`config.mk`:
```
export PLATFORM = sky130hd
export DESIGN_NAME = alu_pipe_flat
export DESIGN_NICKNAME = d
export VERILOG_FILES = /design/src/rtl/alu_pipe_if.sv /design/src/rtl/alu_pipe.sv /design/src/flat_wrapper.sv
export SDC_FILE = /design/constraint.sdc
export NUM_CORES = 1
export LEC_CHECK = 0
export CORE_ASPECT_RATIO = 0.75
export CORE_MARGIN = 1
export CORE_UTILIZATION = 51
export CTS_CLUSTER_SIZE = 12
export DETAILED_ROUTE_END_ITERATION = 10
export GPL_TIMING_DRIVEN = 0
export PLACE_DENSITY = 0.81
export SKIP_CTS_REPAIR_TIMING = 1
export SLEW_MARGIN = 20
export SYNTH_ARGS = -nofsm -noshare
export SYNTH_HDL_FRONTEND = slang
export SYNTH_SLANG_ARGS = --single-unit
export TNS_END_PERCENT = 30
```
`constraint.sdc`:
```
create_clock -name clk -period 2.6 [get_ports clk]
set_clock_uncertainty 0.1 [all_clocks]
set_input_delay 0.65 -clock clk [delete_from_list [all_inputs] [get_ports clk]]
set_output_delay 0.65 -clock clk [all_outputs]
set_load 0.01 [all_outputs]
```
`src/rtl/alu_pipe_if.sv`:
```
// alu_pipe_if: input and output valid/ready channels of alu_pipe.
// slave = ALU side; master = controller / write-back side.
// Input channel:  in_valid, in_ready, in_a, in_b, opcode.
// Output channel: out_valid, out_ready, alu_out, out_op, a_is_zero, carry.
interface alu_pipe_if #(
    parameter int WIDTH = 8
);
    logic             in_valid;
    logic             in_ready;
    logic [WIDTH-1:0] in_a;
    logic [WIDTH-1:0] in_b;
    logic [2:0]       opcode;
    logic             out_valid;
    logic             out_ready;
    logic [WIDTH-1:0] alu_out;
    logic [2:0]       out_op;
    logic             a_is_zero;
    logic             carry;

    modport slave (
        input  in_valid, in_a, in_b, opcode, out_ready,
        output in_ready, out_valid, alu_out, out_op, a_is_zero, carry
    );

    modport master (
        output in_valid, in_a, in_b, opcode, out_ready,
        input  in_ready, out_valid, alu_out, out_op, a_is_zero, carry
    );
endinterface

```
`src/rtl/alu_pipe.sv`:
```
// alu_pipe: two-stage pipelined 8-op ALU with valid/ready backpressure,
// registered carry, optional saturating ADD and an HLT-driven halt state.
// Ports: clk, rst_n (sync, active-low), bus (alu_pipe_if.slave),
//        resume (pulse leaves halt), halted (halt state active).
module alu_pipe #(
    parameter int WIDTH   = 8,
    parameter int SAT_ADD = 0
) (
    input  logic        clk,
    input  logic        rst_n,
    alu_pipe_if.slave   bus,
    input  logic        resume,
    output logic        halted
);
    localparam logic [2:0] OP_HLT = 3'b000;
    localparam logic [2:0] OP_ADD = 3'b010;
    localparam logic [2:0] OP_AND = 3'b011;
    localparam logic [2:0] OP_XOR = 3'b100;
    localparam logic [2:0] OP_LDA = 3'b101;

    typedef enum logic {
        RUN  = 1'b0,
        HALT = 1'b1
    } state_t;

    state_t state;
    state_t state_nxt;

    logic             s1_valid;
    logic [WIDTH-1:0] s1_a;
    logic [WIDTH-1:0] s1_b;
    logic [2:0]       s1_op;

    logic             s2_valid;
    logic [WIDTH-1:0] s2_res;
    logic [2:0]       s2_op;
    logic             s2_az;
    logic             s2_carry;

    logic s2_adv;
    logic s1_adv;
    logic accept;
    logic hlt_accept;

    // Ready chain runs from the output back to the input.
    assign s2_adv     = !s2_valid || bus.out_ready;
    assign s1_adv     = !s1_valid || s2_adv;
    assign bus.in_ready = s1_adv && !halted;
    assign accept     = bus.in_valid && bus.in_ready;
    assign hlt_accept = accept && (bus.opcode == OP_HLT);

    logic is_add;
    logic is_and;
    logic is_xor;
    logic is_lda;

    assign is_add = (s1_op == OP_ADD);
    assign is_and = (s1_op == OP_AND);
    assign is_xor = (s1_op == OP_XOR);
    assign is_lda = (s1_op == OP_LDA);

    logic [WIDTH:0]   sum;
    logic [WIDTH-1:0] res;
    logic             res_carry;

    always_comb begin
        sum       = {1'b0, s1_a} + {1'b0, s1_b};
        res       = s1_a;
        res_carry = 1'b0;
        unique case (1'b1)
            is_add: begin
                res_carry = sum[WIDTH];
                // Saturation clamps the value but still reports carry.
                if ((SAT_ADD != 0) && sum[WIDTH]) begin
                    res = '1;
                end else begin
                    res = sum[WIDTH-1:0];
                end
            end
            is_and:  res = s1_a & s1_b;
            is_xor:  res = s1_a ^ s1_b;
            is_lda:  res = s1_b;
            default: res = s1_a;
        endcase
    end

    always_ff @(posedge clk) begin
        if (!rst_n) begin
            s1_valid <= 1'b0;
            s1_a     <= '0;
            s1_b     <= '0;
            s1_op    <= '0;
            s2_valid <= 1'b0;
            s2_res   <= '0;
            s2_op    <= '0;
            s2_az    <= 1'b0;
            s2_carry <= 1'b0;
        end else begin
            if (s1_adv) begin
                s1_valid <= accept;
            end
            if (accept) begin
                s1_a  <= bus.in_a;
                s1_b  <= bus.in_b;
                s1_op <= bus.opcode;
            end
            if (s2_adv) begin
                s2_valid <= s1_valid;
            end
            // Result registers only change on a real transfer so the
            // outputs keep their last values while idle or stalled.
            if (s2_adv && s1_valid) begin
                s2_res   <= res;
                s2_op    <= s1_op;
                s2_az    <= (s1_a == '0);
                s2_carry <= res_carry;
            end
        end
    end

    assign bus.out_valid = s2_valid;
    assign bus.alu_out   = s2_res;
    assign bus.out_op    = s2_op;
    assign bus.a_is_zero = s2_az;
    assign bus.carry     = s2_carry;

    always_ff @(posedge clk) begin
        if (!rst_n) begin
            state <= RUN;
        end else begin
            state <= state_nxt;
        end
    end

    // An HLT accept only happens in RUN, where resume is ignored,
    // so HLT naturally wins over a coincident resume.
    always_comb begin
        state_nxt = state;
        unique case (state)
            RUN:  if (hlt_accept) state_nxt = HALT;
            HALT: if (resume)     state_nxt = RUN;
            default: state_nxt = RUN;
        endcase
    end

    always_comb begin
        halted = (state == HALT);
    end
endmodule

```
`src/flat_wrapper.sv`:
```
// flat-port wrapper written by rule: the top's interface ports become plain ports
module alu_pipe_flat 
#(
    parameter int WIDTH   = 8,
    parameter int SAT_ADD = 0
)
  (clk, rst_n, resume, halted, bus_in_valid, bus_in_a, bus_in_b, bus_opcode, bus_out_ready, bus_in_ready, bus_out_valid, bus_alu_out, bus_out_op, bus_a_is_zero, bus_carry);
  alu_pipe_if #(.WIDTH(WIDTH)) bus_i ();
  input  logic clk;
  input  logic rst_n;
  input  logic resume;
  output logic halted;
  input wire logic [$bits(bus_i.in_valid)-1:0] bus_in_valid;
  input wire logic [$bits(bus_i.in_a)-1:0] bus_in_a;
  input wire logic [$bits(bus_i.in_b)-1:0] bus_in_b;
  input wire logic [$bits(bus_i.opcode)-1:0] bus_opcode;
  input wire logic [$bits(bus_i.out_ready)-1:0] bus_out_ready;
  output wire logic [$bits(bus_i.in_ready)-1:0] bus_in_ready;
  output wire logic [$bits(bus_i.out_valid)-1:0] bus_out_valid;
  output wire logic [$bits(bus_i.alu_out)-1:0] bus_alu_out;
  output wire logic [$bits(bus_i.out_op)-1:0] bus_out_op;
  output wire logic [$bits(bus_i.a_is_zero)-1:0] bus_a_is_zero;
  output wire logic [$bits(bus_i.carry)-1:0] bus_carry;
  assign bus_i.in_valid = bus_in_valid;
  assign bus_i.in_a = bus_in_a;
  assign bus_i.in_b = bus_in_b;
  assign bus_i.opcode = bus_opcode;
  assign bus_i.out_ready = bus_out_ready;
  assign bus_in_ready = bus_i.in_ready;
  assign bus_out_valid = bus_i.out_valid;
  assign bus_alu_out = bus_i.alu_out;
  assign bus_out_op = bus_i.out_op;
  assign bus_a_is_zero = bus_i.a_is_zero;
  assign bus_carry = bus_i.carry;
  alu_pipe #(.WIDTH(WIDTH), .SAT_ADD(SAT_ADD)) u_core (.clk(clk), .rst_n(rst_n), .bus(bus_i), .resume(resume), .halted(halted));
endmodule
```
==> results of run 1 <==
cells in the mapped netlist (2+ instances only):
master and n:
ha_1 8, a31oi_1 4, o22ai_1 4, o211ai_1 5, inv_1 5, o21a_1 2
nand2b_1 4, buf_1 2, nor3_1 4, xor2_1 3, nor4_1 2, a211oi_1 2
o21ai_0 2, and2b_1 2, nand2_1 40, buf_2 9, a21oi_1 36, o21ai_1 5
dfxtp_1 35, nor2_1 9, nand3_1 23, clkbuf_1 8, o221ai_1 6, nor2b_1 2
layer usage:
| metal | GRT usage [%] | wire length, microns | up-vias |
|---|---|---|---|
| met4 | 10.8 | 70 | 0 |
| met2 | 45.0 | 2280 | 99 |
| met3 | 6.16 | 427 | 10 |
| met5 | 0 | 0 | - |
| met1 | 40.6 | 2510 | 911 |
| li1 | - | - | 981 |
area by class of cell:
type,count,area share (%)
Sequential cell,35,28.3
Clock inverter,1,0.303
Multi-Input combinational cell,185,44.2
Inverter,6,1.46
Timing Repair Buffer,39,15.7
Buffer,19,3.63
Clock buffer,7,3.88
Tap cell,50,2.52
how the worst max path moves through the flow:
stage	slack (ns)	from	end
after floorplan	0.67	bus_out_ready	bus_in_ready
after global placement	-0.47	bus_out_ready	bus_in_ready
after detailed placement	-0.49	bus_out_ready	bus_in_ready
after CTS	-0.48	bus_out_ready	bus_in_ready
after global routing	0.12	bus_out_ready	bus_in_ready
final	0.14	bus_out_ready	bus_in_ready
worst reg2reg max path: cells and delay by family (launching register included):
kind / cells / cell delay (ns)
adder cells (fa/ha/maj): 2 / 0.60
AO/OA/AOI/OAI: 3 / 0.54
flip-flops: 1 / 0.41
AND/OR/NAND/NOR: 1 / 0.28
buffers and inverters: 1 / 0.08
kinds of logic after synthesis:
family,synth area share (%)
buf+inv,6.21
simple gates,23.0
compound gates,25.6
xor+xnor,1.83
flops,36.6
fa+ha+maj,6.27
mux,0.523
power by group:
group          internal, mW  switching [mW]  total [mW]  leakage [nW]
Clock                 0.241           0.206       0.447        0.0505
Combinational         0.123           0.139       0.262         0.610
Sequential            0.566          0.0266       0.592         0.287
Total                 0.929           0.372        1.30         0.948
registers in the layout, indices dropped and copies added, names as in the netlist:
| register | flops |
|---|---|
| u_core.bus.carry | 1 |
| u_core.bus.alu_out | 8 |
| u_core.s1_valid | 1 |
| u_core.s1_a | 8 |
| u_core.s1_op | 3 |
| u_core.bus.a_is_zero | 1 |
| u_core.s1_b | 8 |
| u_core.bus.out_op | 3 |
| u_core.bus.out_valid | 1 |
| u_core.halted | 1 |
stage by stage:
stage,setup slack (ns),std cells,power [mW]
2_1_floorplan,0.674,245,0.755
3_3_place_gp,-0.471,333,0.852
3_5_place_dp,-0.486,333,0.858
4_1_cts,-0.484,341,1.30
5_1_grt,0.119,342,1.35
6_report,0.142,342,1.30
cell usage in the layout, fill, tap and decap left out, types with 2 or more instances in the layout:
cell,Yosys,layout
a211oi_1,2,2
a21oi_1,36,36
a31oi_1,4,4
and2b_1,2,2
buf_2,9,9
clkbuf_1,8,8
clkbuf_8,0,7
clkdlybuf4s50_1,0,37
dfxtp_1,35,35
ha_1,8,8
inv_1,5,5
nand2_1,40,40
nand2b_1,4,4
nand3_1,23,23
nor2_1,9,9
nor2b_1,2,2
nor3_1,4,4
nor4_1,2,2
o211ai_1,5,5
o21a_1,2,2
o21ai_0,2,2
o21ai_1,5,5
o221ai_1,6,6
o22ai_1,4,4
xor2_1,3,3
==> qor.csv, run 1 <==
metric;value;unit
Worst Tran Pin Value;0.602;ns
YS warnings;0;
post-DP HPWL;3830;microns
die footprint;4010;sq um
Synth area leader;dfxtp_1;
RSZ-0062 raised after global routing;no;
PortBufs;38;
detailed-route via count;2001;
max-cap viol count;0;
FF-to-FF End;u_core.bus.carry;
CP peak stage delay;0.41;ns
worst min-delay path class;reg2reg;
Routed WL per cell;15.4;microns
max_slew headroom;59.9;%
area of the multi-input gates;1100;sq um
total CTS buffers;5;
syn_area_per_cell;7.82;sq um
post-route cell area;2480;sq um
final setup vio count;0;
Hold Violations, Final;0;
CP Cell Sequence;clkdlybuf4s50_1 -> nor2b_2 -> a21oi_2 -> buf_6 -> dlymetal6s2s_1;
Vias/cell;5.85;
Synth Net Count;278;
setup tns final;0;ns
CP Max Fanout;10;
FFs w/ async S/R, synth;0;%
cell family with most CP delay;buffers and inverters;
drt pass-1 iters;5;
cell area after synthesis;1920;sq um
FF-to-FF path depth;7;
core outline area;3450;sq um
CP Launch Type;input port;
HP Start;u_core.bus.out_op[1];
WP depth;5;
leakage;0.948;nW
Clock Latency Late Sink;0.29;ns
share of layout cells above drive strength 1;8.56;%
clk sinks;35;
Layout Nets;324;
I/O pin count;40;
chip width;72.8;microns
flop-to-flop setup slack;0.51;ns
initial antenna violation count;0;
CP arrival;1.71;ns
Top FF cell, synth;dfxtp_1;
post-synth top area share;36.6;%
max-slew violation count;0;
# H-tree levels;2;
Routed WL;5280;microns
Worst-path clk slew;0.07;ns
Critical path buffers and inverters;3;
CTS tree;done;
first-pass GRT wire length;8470;microns
Critical Path RT;1.85;ns
sequential share of the synthesized area;36.6;%
Reg area;701;sq um
CP Capture Type;output pin;
GR Util All Layers;29.2;%
Initial Utilization;55.6;%
routability cong.;0.977;
DRC errors left;0;
WHS Endpoint;u_core.bus.out_op[1];
Yosys reg bits;35;
ranking of synthesized cells by area;dfxtp_1 (37%), a21oi_1 (9.4%), nand2_1 (7.8%), nand3_1 (6.0%), ha_1 (5.2%);
Post-DRT Antenna Nets;0;
fin crit share;94.5;%
R2R Path Start;u_core.s1_a[0];
Clock Tree Buf Depth;2;
Power per Cell Area;525;nW/um^2
vias in the first global route;1695;
largest net degree at the start of global routing;12;
ANT cells;0;
synthesis-to-finish area growth;29.5;%
status;complete, no violations;
Synth cell types;47;
Die H;55.1;microns
filler instances;285;
DRT iter0 DRCs;197;
Root Buffer;clkbuf_8;
Min-Delay Path Depth;2;
Post-synth EDFFs;0;
placed cell area;2360;sq um
Final Util;72.0;%
Hold WS;0.353;ns
Mapped Cells;245;
CP max stage cell;clkdlybuf4s50_1;
Fmax;0.407;GHz
GRT overflow;0;
CP Class;in2out;
Rows;18;
min Tclk post-route;2.46;ns
VDD IR-drop max;0.348;mV
Power figures use the tool's default switching activity.
==> inputs of run 2 (changes only) <==
Settings changed: CAP_MARGIN set to 20.
==> results of run 2 <==
Final layout, timing and power as in run 1 (identical DEF).
==> inputs of run 3 (changes only) <==
Settings changed: CORE_ASPECT_RATIO 0.75 to not set.
==> run 3 against run 2 <==
Net effect:
- worst setup slack improved by 0.013 ns
- sequential power about the same
- largest cell class unchanged
- routed wire length decreased by 6.4%
- largest power group unchanged
- count of clock-buffer cells in the layout decreased by 2
==> qor.csv, run 3 (synthesis results as in run 1) <==
metric;value;unit
# H-tree levels;2;
Final Util;71.4;%
GR Util All Layers;26.6;%
drt pass-1 iters;4;
status;complete, no violations;
min Tclk post-route;2.44;ns
Worst-path clk slew;0.07;ns
clk sinks;35;
Worst Tran Pin Value;0.608;ns
Clock Tree Buf Depth;2;
Routed WL per cell;14.7;microns
Post-DRT Antenna Nets;0;
chip width;63.3;microns
Vias/cell;5.76;
Initial Utilization;55.2;%
Fmax;0.409;GHz
vias in the first global route;1828;
VDD IR-drop max;0.409;mV
final setup vio count;0;
share of layout cells above drive strength 1;8.25;%
placed cell area;2350;sq um
fin crit share;94.0;%
max_slew headroom;59.5;%
Hold Violations, Final;0;
GRT overflow;0;
Clock Latency Late Sink;0.30;ns
setup tns final;0;ns
Layout Cells excl Fill;337;
DRT iter0 DRCs;202;
Placed Instances;329;
Layout Nets;324;
routability cong.;1.01;
PortBufs;38;
initial antenna violation count;0;
RSZ-0062 raised after global routing;no;
Root Buffer;clkbuf_8;
post-DP HPWL;3610;microns
post-route cell area;2480;sq um
max-slew violation count;0;
CP Max Fanout;10;
Critical path origin;bus_out_ready;
synthesis-to-finish area growth;29.3;%
Rows;21;
CP Class;in2out;
filler instances;298;
CP Capture Type;output pin;
CTS tree;done;
max-cap viol count;0;
CP arrival;1.69;ns
leakage;0.947;nW
detailed-route via count;1940;
Routed WL;4940;microns
largest net degree at the start of global routing;12;
Die H;63.3;microns
total CTS buffers;5;
CP Launch Type;input port;
first-pass GRT wire length;8350;microns
die footprint;4000;sq um
R2R Path Start;u_core.s1_b[0];
worst min-delay path class;reg2reg;
core outline area;3470;sq um
Power per Cell Area;537;nW/um^2
I/O pin count;40;
ANT cells;0;
HP Start;u_core.bus.alu_out[1];
Critical Path RT;1.85;ns
most common cell after layout, fill and taps aside;nand2_1;
most frequent cells in the layout;nand2_1 (40), clkdlybuf4s50_1 (37), a21oi_1 (36);
DRC errors left;0;
total power;1.33;mW
==> run 3: cell types whose count changed in the layout (fill, tap and decap cells not counted), sizes merged <==
cell	change
bufinv	+1
clkbuf	-2
==> run 3: through the flow <==
step,setup WS (ns),hold WS [ns]
2_1_floorplan,0.674,0.353
3_3_place_gp,-0.459,0.342
3_5_place_dp,-0.477,0.348
4_1_cts,-0.484,0.356
5_1_grt,0.110,0.383
6_report,0.155,0.353
==> run 3: path summary, 6_finish.rpt <==
kind	to	slack [ns]	cells after the start
worst max-delay path	bus_in_ready	0.16	5
worst min-delay path	u_core.bus.alu_out[1]	0.35	2
worst max register to register	u_core.bus.alu_out[6]	0.52	8
worst min register to register	u_core.bus.alu_out[1]	0.35	2
==> run 3: metal layers <==
metal	wire [microns]	track usage, %
met1	2270	35.0
met2	2220	41.8
met3	336	5.07
met4	116	11.9
met5	0	0
==> run 3: critical path, stage by stage <==
cell	delay, ns
clkdlybuf4s50_1	0.41
nor2b_2	0.22
a21oi_2	0.10
buf_6	0.15
dlymetal6s2s_1	0.16
==> run 3: report_power, final <==
part | switching [mW] | total, mW | internal [mW]
Clock | 0.199 | 0.479 | 0.280
Combinational | 0.136 | 0.259 | 0.123
Sequential | 0.0262 | 0.592 | 0.566
Total | 0.362 | 1.33 | 0.968
==> run 3: layout make-up <==
type | count | area (sq um) | share of cell area, %
flip-flops and latches | 35 | 701 | 28.3
repair buffers | 39 | 390 | 15.8
clock inverters | 2 | 37.5 | 1.52
well taps | 46 | 57.6 | 2.32
inverters | 6 | 36.3 | 1.46
clock buffers | 5 | 68.8 | 2.78
multi-input cells | 185 | 1100 | 44.2
plain buffers | 19 | 90.1 | 3.64
